### src/rtl/fht_loader_pkg.sv
// Shared definitions for the FHT input loader: state encoding, ack timeout and bit-reversal helper.
package fht_loader_pkg;

    typedef enum logic [1:0] {
        StLoad     = 2'd0,
        StStart    = 2'd1,
        StWaitAck  = 2'd2,
        StWaitDone = 2'd3
    } state_t;

    // Cycles to wait for the core to drop its ready before re-pulsing start.
    localparam int unsigned ACK_TMO = 4;

    localparam int unsigned BITREV_MAX = 32;

    // Reverses the low w bits of v; bits at and above w come back as zero.
    function automatic logic [BITREV_MAX-1:0] bitrev(input logic [BITREV_MAX-1:0] v,
                                                     input int w);
        logic [BITREV_MAX-1:0] r;
        r = '0;
        for (int b = 0; b < BITREV_MAX; b++) begin
            if (b < w) begin
                r[w-1-b] = v[b];
            end
        end
        return r;
    endfunction

endpackage

### src/rtl/fht_addr_gen.sv
// Maps a frame sample index to its RAM(A) bank and bank address.
// FHT_LOADER_BITREV_EN selects bit-reversed scatter; otherwise natural order is used.
module fht_addr_gen
    import fht_loader_pkg::*;
#(
    parameter int unsigned A_BIT = 8
) (
    input  logic [A_BIT+1:0] idx,
    output logic [1:0]       bank,
    output logic [A_BIT-1:0] addr
);

    localparam int unsigned I_BIT = A_BIT + 2;

    logic [I_BIT-1:0] r;

`ifdef FHT_LOADER_BITREV_EN
    assign r = I_BIT'(bitrev(BITREV_MAX'(idx), I_BIT));
`else
    assign r = idx;
`endif

    assign bank = r[A_BIT+1:A_BIT];
    assign addr = r[A_BIT-1:0];

endmodule

### src/rtl/fht_loader.sv
// Loads one N-sample frame into the FHT core's four RAM(A) banks, then starts and tracks the core.
// Scatter order is set by FHT_LOADER_BITREV_EN (see fht_addr_gen).
module fht_loader
    import fht_loader_pkg::*;
#(
    parameter int unsigned N     = 1024,
    parameter int unsigned D_BIT = 17,
    parameter int unsigned A_BIT = 8
) (
    input  logic               iCLK,
    input  logic               iRESET,
    input  logic [D_BIT-2:0]   iSAMPLE,
    input  logic               iVALID,
    input  logic               iFHT_RDY,
    input  logic               iCLR_OVF,
    output logic [D_BIT-2:0]   oDATA,
    output logic [A_BIT-1:0]   oADDR_WR,
    output logic               oWE_0,
    output logic               oWE_1,
    output logic               oWE_2,
    output logic               oWE_3,
    output logic               oSTART,
    output logic               oBUSY,
    output logic               oOVERFLOW,
    output logic [15:0]        oFRAME_CNT
);

    localparam int unsigned I_BIT   = $clog2(N);
    localparam int unsigned TMO_BIT = $clog2(ACK_TMO);

    state_t               state_q, state_d;
    logic [I_BIT-1:0]     idx_q, idx_d;
    logic [TMO_BIT-1:0]   tmo_q, tmo_d;
    logic [D_BIT-2:0]     data_q, data_d;
    logic [A_BIT-1:0]     addr_q, addr_d;
    logic [3:0]           we_q, we_d;
    logic                 start_q, start_d;
    logic                 busy_q, busy_d;
    logic                 ovf_q, ovf_d;
    logic [15:0]          cnt_q, cnt_d;
    logic [1:0]           bank;
    logic [A_BIT-1:0]     addr;
    logic                 drop;

    fht_addr_gen #(
        .A_BIT(A_BIT)
    ) u_addr_gen (
        .idx (idx_q),
        .bank(bank),
        .addr(addr)
    );

    assign drop = iVALID && (state_q != StLoad);

    always_comb begin
        state_d = state_q;
        idx_d   = idx_q;
        tmo_d   = tmo_q;
        data_d  = data_q;
        addr_d  = addr_q;
        we_d    = '0;
        start_d = 1'b0;
        cnt_d   = cnt_q;
        unique case (state_q)
            StLoad: begin
                if (iVALID) begin
                    we_d[bank] = 1'b1;
                    data_d     = iSAMPLE;
                    addr_d     = addr;
                    idx_d      = idx_q + 1'b1;
                    if (idx_q == I_BIT'(N - 1)) begin
                        state_d = StStart;
                    end
                end
            end
            StStart: begin
                start_d = 1'b1;
                tmo_d   = '0;
                state_d = StWaitAck;
            end
            StWaitAck: begin
                if (!iFHT_RDY) begin
                    state_d = StWaitDone;
                end else if (tmo_q == TMO_BIT'(ACK_TMO - 1)) begin
                    // Core missed the strobe: pulse again and restart the window.
                    start_d = 1'b1;
                    tmo_d   = '0;
                end else begin
                    tmo_d = tmo_q + 1'b1;
                end
            end
            StWaitDone: begin
                if (iFHT_RDY) begin
                    state_d = StLoad;
                    cnt_d   = cnt_q + 16'd1;
                end
            end
            default: state_d = StLoad;
        endcase

        // A drop in the same cycle as a clear keeps the flag set.
        ovf_d = ovf_q;
        if (drop) begin
            ovf_d = 1'b1;
        end else if (iCLR_OVF) begin
            ovf_d = 1'b0;
        end

        busy_d = (state_d != StLoad);
    end

    always_ff @(posedge iCLK or negedge iRESET) begin
        if (!iRESET) begin
            state_q <= StLoad;
            idx_q   <= '0;
            tmo_q   <= '0;
            data_q  <= '0;
            addr_q  <= '0;
            we_q    <= '0;
            start_q <= 1'b0;
            busy_q  <= 1'b0;
            ovf_q   <= 1'b0;
            cnt_q   <= '0;
        end else begin
            state_q <= state_d;
            idx_q   <= idx_d;
            tmo_q   <= tmo_d;
            data_q  <= data_d;
            addr_q  <= addr_d;
            we_q    <= we_d;
            start_q <= start_d;
            busy_q  <= busy_d;
            ovf_q   <= ovf_d;
            cnt_q   <= cnt_d;
        end
    end

    assign oDATA      = data_q;
    assign oADDR_WR   = addr_q;
    assign oWE_0      = we_q[0];
    assign oWE_1      = we_q[1];
    assign oWE_2      = we_q[2];
    assign oWE_3      = we_q[3];
    assign oSTART     = start_q;
    assign oBUSY      = busy_q;
    assign oOVERFLOW  = ovf_q;
    assign oFRAME_CNT = cnt_q;

endmodule

### config.mk
export PLATFORM = sky130hd
export DESIGN_NAME = fht_loader
export DESIGN_NICKNAME = d
export VERILOG_FILES = /design/src/rtl/fht_loader_pkg.sv /design/src/rtl/fht_addr_gen.sv /design/src/rtl/fht_loader.sv
export SDC_FILE = /design/constraint.sdc
export NUM_CORES = 1
export LEC_CHECK = 0
export ABC_CLOCK_PERIOD_IN_PS = 2150
export BUFFER_PORTS_ARGS = -buffer_cell sky130_fd_sc_hd__buf_2
export CORE_UTILIZATION = 30
export CTS_CLUSTER_DIAMETER = 150
export DETAILED_ROUTE_END_ITERATION = 8
export HOLD_SLACK_MARGIN = 0.06
export MAX_ROUTING_LAYER = met4
export PLACE_DENSITY = 0.57
export SYNTH_ARGS = -nofsm -noshare
export SYNTH_HDL_FRONTEND = slang
export SYNTH_SLANG_ARGS = --single-unit
export TNS_END_PERCENT = 20
### constraint.sdc
create_clock -name iCLK -period 2.15 [get_ports iCLK]
set_clock_uncertainty 0.15 [all_clocks]
set_input_delay 0.215 -clock iCLK [delete_from_list [all_inputs] [get_ports iCLK]]
set_output_delay 0.215 -clock iCLK [all_outputs]
set_load 0.005 [all_outputs]
Word-level counts from Yosys, hierarchy flattened
Index checks and enable logic that the tools add are counted.
{"block": "classes", "addsub": 3, "order_cmp": 2, "eq_ne": 6, "n_mux": 17, "n_reduce_logical": 10}
{"op": "adder 16 x 1 -> 16 bit, second input constant", "count": 1}
{"op": "two-way mux 2 bit", "count": 6}
{"op": "adder 10 x 1 -> 10 bit, second input constant", "count": 1}
{"op": "== test 10 bit, second input constant", "count": 1}
{"op": "two-way mux 4 bit", "count": 2}
{"op": "one-hot mux 2 bit (4 select lines)", "count": 1}
{"op": "nonzero test 2 bit", "count": 4}
{"op": "== test 2 bit, second input constant", "count": 3}
{"op": "AND reduction 2 bit", "count": 3}
{"op": "two-way mux 1 bit", "count": 5}
{"op": "one-hot mux 2 bit (2 select lines)", "count": 1}
{"op": "less-than comparator 2 x 3 -> 1 bit, second input constant", "count": 1}
{"op": "adder 2 x 1 -> 2 bit, second input constant", "count": 1}
{"op": "demux 1 bit (select 2 bit)", "count": 1}
{"op": "== test 2 x 1 -> 1 bit, second input constant", "count": 1}
{"op": "greater-or-equal comparator 2 x 1 -> 1 bit, second input constant", "count": 1}
{"op": "logical AND 1 bit", "count": 2}
{"op": "zero test 2 bit", "count": 1}
{"op": "!= test 2 bit, second input constant", "count": 1}
{"op": "one-hot mux 1 bit (2 select lines)", "count": 1}
{"block": "totals", "register_bits": 61, "in_bits": 21, "output_inout_bits": 47, "word_cells": 48}

Longest topological paths before layout
Gate-level depths: netlist (run 1).
{"block": "logic_depth", "word_depth": 6, "mapped_depth": 8, "depth_no_buf": 6}

By module
A second synthesis (run 1) with hierarchy kept.
{"block": "hier_totals", "cells_unflattened": 203, "area_unflattened_um2": 2602.5}
{"mod": "fht_loader", "n_inst": 1, "cells_each": 193, "area_per_inst_um2": 2527.4, "seq_area_each_um2": 1526.5}
{"mod": "fht_addr_gen", "n_inst": 1, "cells_each": 10, "area_per_inst_um2": 75.1, "seq_area_each_um2": 0.0}

Worst setup path before layout (run 1)
Ideal clock, no wire load.
{"block": "synth_timing", "kind": "register to register", "from": "register state_q[0]", "to": "register data_q[10] (netlist: oDATA[10])", "setup_time_ps": 125, "t_arrival_ps": 1660, "required_ps": 1875, "slack_ps": 215, "stages_incl_launch_ff": 8, "path_cell_list": "dfrtp_1 > inv_1 > ha_1 > clkbuf_2 > and2_1 > buf_2 > buf_2 > mux2_2"}
{"block": "synth_between", "elab_chain_cells": 2}
{"element": "start: declaration", "line_no": "fht_loader.sv:31", "source": "state_t state_q, state_d;"}
{"element": "start signal: assignment", "line_no": "fht_loader.sv:114", "source": "state_q <= StLoad;"}
{"element": "start signal: assignment", "line_no": "fht_loader.sv:125", "source": "state_q <= state_d;"}
{"element": "zero test 2 bit", "line_no": "fht_loader.sv:64", "source": "unique case (state_q)"}
{"element": "AND reduction 2 bit (no line)"}
{"element": "end signal: assignment", "line_no": "fht_loader.sv:128", "source": "data_q <= data_d;"}
{"element": "end: declaration", "line_no": "fht_loader.sv:34", "source": "logic [D_BIT-2:0] data_q, data_d;"}
Every way passes these cells.
A chain may end at the register's enable or synchronous reset.

Worst setup path in the final report (run 1)
{"block": "layout_timing", "from": "register state_q[0]", "to": "register ovf_q (netlist: oOVERFLOW)"}
{"block": "layout_between", "elab_chain_cells": 3, "word_cells_on_any_way": 4}
{"element": "nonzero test 2 bit (*)", "line_no": "fht_loader.sv:53", "source": "assign drop = iVALID && (state_q != StLoad);"}
{"element": "logical AND 1 bit (*)", "line_no": "fht_loader.sv:53"}
{"element": "two-way mux 1 bit / nonzero test 2 bit (equally long branches)"}
{"element": "end signal: assignment", "line_no": "fht_loader.sv:133", "source": "ovf_q <= ovf_d;"}
{"element": "end: declaration", "line_no": "fht_loader.sv:39", "source": "logic ovf_q, ovf_d;"}
Mark *: on every way between the ends. The rest lies on a longest branch, timed or not.

==> results of run 1 <==
-- cell usage in the layout (no fill, tap or decap), types with 2 or more instances in the layout --
| cell | netlist | final |
|---|---|---|
| a21oi_1 | 3 | 3 |
| a22o_1 | 3 | 3 |
| a31oi_1 | 2 | 2 |
| and3_1 | 3 | 3 |
| and4_1 | 2 | 2 |
| buf_12 | 0 | 2 |
| buf_2 | 2 | 67 |
| clkbuf_1 | 1 | 3 |
| clkbuf_8 | 0 | 10 |
| clkinv_2 | 0 | 2 |
| dfrtp_1 | 61 | 61 |
| dlygate4sd3_1 | 0 | 19 |
| ha_1 | 7 | 7 |
| inv_1 | 4 | 4 |
| mux2_2 | 28 | 28 |
| nand2_1 | 12 | 12 |
| nand3_1 | 9 | 9 |
| nand4_1 | 4 | 4 |
| nor2_1 | 6 | 6 |
| nor2b_1 | 2 | 2 |
| nor3_1 | 6 | 6 |
| nor3b_1 | 2 | 2 |
| nor4_1 | 3 | 3 |
| xnor2_1 | 12 | 12 |
| xor2_1 | 12 | 12 |
-- metal layers --
layer  global-route usage (%)  wire length (um)  vias to the layer above
met1                     15.2              2330                      883
li1                         -                 -                      868
met2                     21.1              2290                       52
met3                     5.58               274                        7
met5                        -                 0                        -
met4                     3.85                64                        0
-- final cells by class --
type                            instances  area, um2
Sequential cell                        61       1530
Clock inverter                          2       10.0
Inverter                                4       15.0
Clock buffer                           13        149
Tap cell                              105        131
Fill cell                             788       4830
Timing Repair Buffer                   89        573
Multi-Input combinational cell        124        981
-- worst register-to-register path: stages, from the launching register on --
cell	delay [ns]
dfrtp_1	0.43
inv_1	0.12
ha_1	0.31
inv_1	0.10
a22o_1	0.23
dlygate4sd3_1	0.55
-- stage by stage --
step                util (%)  setup slack, ns  instance area, um2  instances  hold WS (ns)
global route            41.2           0.0541                3390        398         0.134
finish                  41.2            0.171                3390        398         0.109
floorplan                  -            0.215                2540        194        -0.231
global placement        37.0            0.286                3040        364        0.0472
detailed placement      37.0            0.243                3040        364        0.0510
CTS                     41.2            0.160                3390        398        0.0960
-- how the worst max path moves through the flow --
| stage | startpoint | end | slack (ns) | depth (start not counted) |
|---|---|---|---|---|
| 2_1_floorplan | state_q[0]$_DFF_PN0_ | oDATA[10]$_DFFE_PN0P_ | 0.22 | 7 |
| 3_3_place_gp | state_q[0]$_DFF_PN0_ | oDATA[2]$_DFFE_PN0P_ | 0.29 | 5 |
| 3_5_place_dp | state_q[0]$_DFF_PN0_ | oDATA[13]$_DFFE_PN0P_ | 0.24 | 5 |
| 4_1_cts | state_q[0]$_DFF_PN0_ | oOVERFLOW$_DFFE_PN0P_ | 0.16 | 5 |
| 5_1_grt | state_q[0]$_DFF_PN0_ | oOVERFLOW$_DFFE_PN0P_ | 0.05 | 5 |
| 6_report | state_q[0]$_DFF_PN0_ | oOVERFLOW$_DFFE_PN0P_ | 0.17 | 5 |
-- flip-flops by register name (all words and copies together), names as in the netlist, 2 cells and up --
register / flops
oFRAME_CNT: 16
we_q: 4
oADDR_WR: 8
tmo_q: 2
idx_q: 10
oDATA: 16
state_q: 2
-- Yosys cell counts, drive strengths merged, types with 2 or more instances --
| cell | n | area share (%) |
|---|---|---|
| a21oi | 3 | 0.59 |
| a22o | 3 | 1.0 |
| a31oi | 2 | 0.49 |
| and3 | 3 | 0.74 |
| and4 | 2 | 0.69 |
| buf | 3 | 0.54 |
| clkbuf | 2 | 0.34 |
| dfrtp | 61 | 60 |
| ha | 7 | 3.4 |
| inv | 4 | 0.59 |
| mux2 | 28 | 12 |
| nand2 | 12 | 1.8 |
| nand3 | 10 | 2.2 |
| nand4 | 4 | 0.98 |
| nor2 | 6 | 0.88 |
| nor2b | 2 | 0.49 |
| nor3 | 6 | 1.2 |
| nor3b | 2 | 0.59 |
| nor4 | 3 | 0.74 |
| xnor2 | 12 | 4.1 |
| xor2 | 12 | 4.1 |
-- cell families after synthesis --
family	share of synthesized area, %
DFF	60.0
and+or+nand+nor	11.7
muxes	12.4
xor gates and xnor gates	8.26
AOI/OAI and AO/OA	2.75
buffers and inverters	1.47
adders and majority gates	3.44
-- power by group --
part           switching, W  total [W]  internal [W]
Combinational      0.000510    0.00120      0.000687
Clock              0.000422   0.000863      0.000441
Sequential         0.000246    0.00175       0.00150
Total               0.00118    0.00381       0.00263
==> results.toml, run 1 <==
[pwr]
finalPower_w = 0.00381
p_leak_nw = 1.68
cellPowerDensity_nw_per_um2 = 1120
peakVddDrop_mv = 0.637

[worst_setup_path]
worstReg2RegStart = "state_q[0]$_DFF_PN0_"
cp.arrival_ns = 2.05
slowest_delay_ns = 0.55
reg2reg_depth = 5
worstPathCellList = "inv_1 > ha_1 > inv_1 > a22o_1 > dlygate4sd3_1"
slowest_stage = "dlygate4sd3_1"
end_kind = "flop"
regToRegSetupSlack_ns = 0.17
critical_path.n_buffers_inverters = 3
cp_top_family = "buffers and inverters"
worstSetupStartpointType = "flop"
path_common_cell = "inv_1"
crit_required_ns = 2.22
crit_type = "flop to flop"
cp_max_fo = 8
reg2reg_to = "oOVERFLOW$_DFFE_PN0P_"

[sta]
tightest_slew_ns = 0.467
hold_violations = 0
timing.fmax_mhz = 505
rsz0062_at_grt = "false"
fin_crit_sh_pct = 92.0
finalMaxSlewViolations = 0
worst_slew_margin_rel_pct = 68.8
min_period_ns = 1.98
setup_viol = 0
setup_tns_ns = 0

[cts]
clockBufferDepth = 2
clk_pin_slew_ns = 0.07
cts_hold_buf = 19
post_cts_buffers = 0
cts_buffers = 9
clkLatencyLatePin_ns = 0.34
cts_tree = "done"
cts_root_buffer = "clkbuf_8"
post_cts_resized = 0
clock_sinks = 61
htree_levels = 3

[drt]
drc = 0
firstDrtPassIters = 4
vias = 1810
drtAntennaViolNets = 0
wire_per_inst_um = 12.4
first_iter_violations = 53
avgViaCountPerCell = 4.55
wl_um = 4950

[grt]
antenna_found_initial = 0
grt_pass1_vias = 1869
grt_pass1_wl_um = 8590
grt_max_degree = 44
track_usage_pct = 13.3
grt_overflow = 0

[min_path]
hp-start = "iFHT_RDY"
hold_depth = 3
hold_end = "oFRAME_CNT[2]$_DFFE_PN0P_"
hold_path.class = "input port to flop"

[yosys]
synthArstFlopShare_pct = 100
synth_area_per_cell_um2 = 13.1
syn_inst = 194
yosysWarnings = 0
synth_seq_area_share_pct = 60.0
ys.flop_type = "dfrtp_1"
synth-edff-count = 0
synth_nets = 222
netlist_area_um2 = 2540
yosys.cell_types.count = 31
ys_ff_latch = 61

[placed_design]
dpl.hpwl_um = 3240
port_buffers = 67
gp_congestion = 0.778

[floorplan]
rows = 33
core_region_area_um2 = 8220
ios = 68
die_w_um = 94.1
die_h_um = 94.1
start_util_pct = 31.0
die_area_um2 = 8860

[status]
outcome = "finished, final reports clean"

[final_layout]
antennaDiodeCount = 0
nNetsFinal = 317
drive_gt1_share_pct = 38.2
area_growth_syn_to_layout_pct = 33.0

[run]
drv_cap = 0
Power figures use the tool's default switching activity.
==> run 2: changes to the inputs <==
Settings changed: CORE_ASPECT_RATIO set to 1.5.
==> run 2 against run 1 <==
Net effect:
- global-route usage grew 0.45 points
- cell area grew 4.7%
- via count shrank 0.22%
- sequential share of layout area shrank 2.0 points
- worst hold slack gained 0.017 ns
- clock-buffer cell count shrank 4
- critical path depth is the same
- non-clock buffer count grew 2
- die area is essentially flat
- flip-flop and latch count is the same
==> results.toml, run 2 (synthesized netlist as in run 1, its figures left out) <==
[status]
outcome = "finished, final reports clean"

[grt]
grt_pass1_vias = 1902
grt_overflow = 0
track_usage_pct = 13.7
grt_max_degree = 62
antenna_found_initial = 0
grt_pass1_wl_um = 9070

[cts]
clockBufferDepth = 2
post_cts_buffers = 0
clk_pin_slew_ns = 0.06
clock_sinks = 61
cts_root_buffer = "clkbuf_16"
cts_tree = "done"
htree_levels = 3
post_cts_resized = 0
clkLatencyLatePin_ns = 0.32
cts_buffers = 9

[drt]
drc = 0
vias = 1806
wire_per_inst_um = 13.1
firstDrtPassIters = 4
first_iter_violations = 74
drtAntennaViolNets = 0
wl_um = 5260
avgViaCountPerCell = 4.52

[placed_design]
gp_congestion = 0.791
dpl_cell_area_um2 = 3040
port_buffers = 67
dpl.hpwl_um = 3580
post-place-ws_ns = 0.245

[sta]
hold_violations = 0
finalMaxSlewViolations = 0
fin_crit_sh_pct = 91.8
hold_slack_ns = 0.126
worst_slew_margin_rel_pct = 76.8
timing.final.ws_setup_ns = 0.175
rsz0062_at_grt = "false"
min_period_ns = 1.97
tightest_slew_ns = 0.345
timing.fmax_mhz = 506
setup_tns_ns = 0
setup_viol = 0

[pwr]
cellPowerDensity_nw_per_um2 = 1260
p_leak_nw = 1.75
p_switching_w = 0.00126
switching_share_pct = 28.3
p_comb_share_pct = 27.0
pwr-share-clk_pct = 33.7
peakVddDrop_mv = 0.626
p_seq_share_pct = 39.3
p_int_w = 0.00320

[worst_setup_path]
crit_type = "flop to flop"
worstSetupStartpointType = "flop"
crit_required_ns = 2.20
cp.arrival_ns = 2.02
end_kind = "flop"
cp_max_fo = 8

[floorplan]
die_area_um2 = 8860
core_region_area_um2 = 8110
die_w_um = 77.2
rows = 40
die_h_um = 115
start_util_pct = 31.4
ios = 68

[final_layout]
final_cell_mix = "buf_2, dfrtp_1, mux2_2, dlygate4sd3_1"
final-seq-area_um2 = 1530
multi_input_area_um2 = 981
nNetsFinal = 319
antennaDiodeCount = 0
drive_gt1_share_pct = 39.7
area_growth_syn_to_layout_pct = 39.2
final_common_cell = "buf_2"
nFillCells = 775
final_area_um2 = 3540

[min_path]
hold_path.class = "input port to flop"

[run]
drv_cap = 0
-- run 2: cell count changes in the layout (fill, tap and decap cells not counted), moves of 2 or more --
cell,delta
clkinvlp_4,+2
bufinv_16,+2
clkbuf_16,+9
clkbuf_8,-10
buf_4,+3
clkbuf_1,-3
-- run 2: layout make-up --
class                   instances  share of cell area (%)
repair buffers                 91                    16.2
clock inverters                 6                    2.51
multi-input cells             124                    27.7
well taps                     105                    3.71
flip-flops and latches         61                    43.1
inverters                       4                   0.424
clock buffers                   9                    6.36
-- run 2: power by group through the flow --
stage | Sequential, W | Combinational (W) | Clock, W
finish | 0.00175 | 0.00120 | 0.00150
global route | 0.00181 | 0.00135 | 0.00160
CTS | 0.00176 | 0.00123 | 0.00155
detailed placement | 0.00178 | 0.00119 | 0
global placement | 0.00176 | 0.00117 | 0
floorplan | 0.00176 | 0.000689 | 0
-- run 2: repair_timing --
item	in CTS	in global routing
setup endpoints to repair	0	0
endpoints found under the hold margin	78	0
hold buffers	19	0
-- run 2: path summary, 6_finish.rpt --
| check | slack (ns) | cells after the start | endpoint | startpoint |
|---|---|---|---|---|
| min in group asynchronous | 0.28 | 3 | oFRAME_CNT[8]$_DFFE_PN0P_ | iRESET |
| max in group asynchronous | 1.30 | 3 | oDATA[14]$_DFFE_PN0P_ | iRESET |
| hold / removal | 0.13 | 3 | oFRAME_CNT[2]$_DFFE_PN0P_ | iFHT_RDY |
| setup reg to reg | 0.18 | 5 | oOVERFLOW$_DFFE_PN0P_ | state_q[0]$_DFF_PN0_ |
| hold reg to reg | 0.31 | 1 | oFRAME_CNT[15]$_DFFE_PN0P_ | oFRAME_CNT[15]$_DFFE_PN0P_ |
| setup / recovery | 0.18 | 5 | oOVERFLOW$_DFFE_PN0P_ | state_q[0]$_DFF_PN0_ |
-- run 2: per-layer routing --
layer	share of wire [%]	track usage (%)	wire length (um)	vias to the layer above
met5	0	-	0	-
met2	51	22.7	2670	52
met3	4.5	4.21	237	8
li1	-	-	-	872
met4	1.7	6.04	87	0
met1	43	15.2	2260	874
-- run 2: metrics by stage --
stage	cells	total power (W)	util [%]
floorplan	194	0.00245	-
global placement	366	0.00293	37.5
detailed placement	366	0.00296	37.5
CTS	400	0.00454	43.7
global route	400	0.00476	43.7
finish	400	0.00446	43.7
-- run 2: worst max-delay path: stages (launching register included) --
cell	delay, ns
dfrtp_1	0.42
inv_1	0.12
ha_1	0.32
inv_1	0.07
a22o_1	0.22
dlygate4sd3_1	0.55
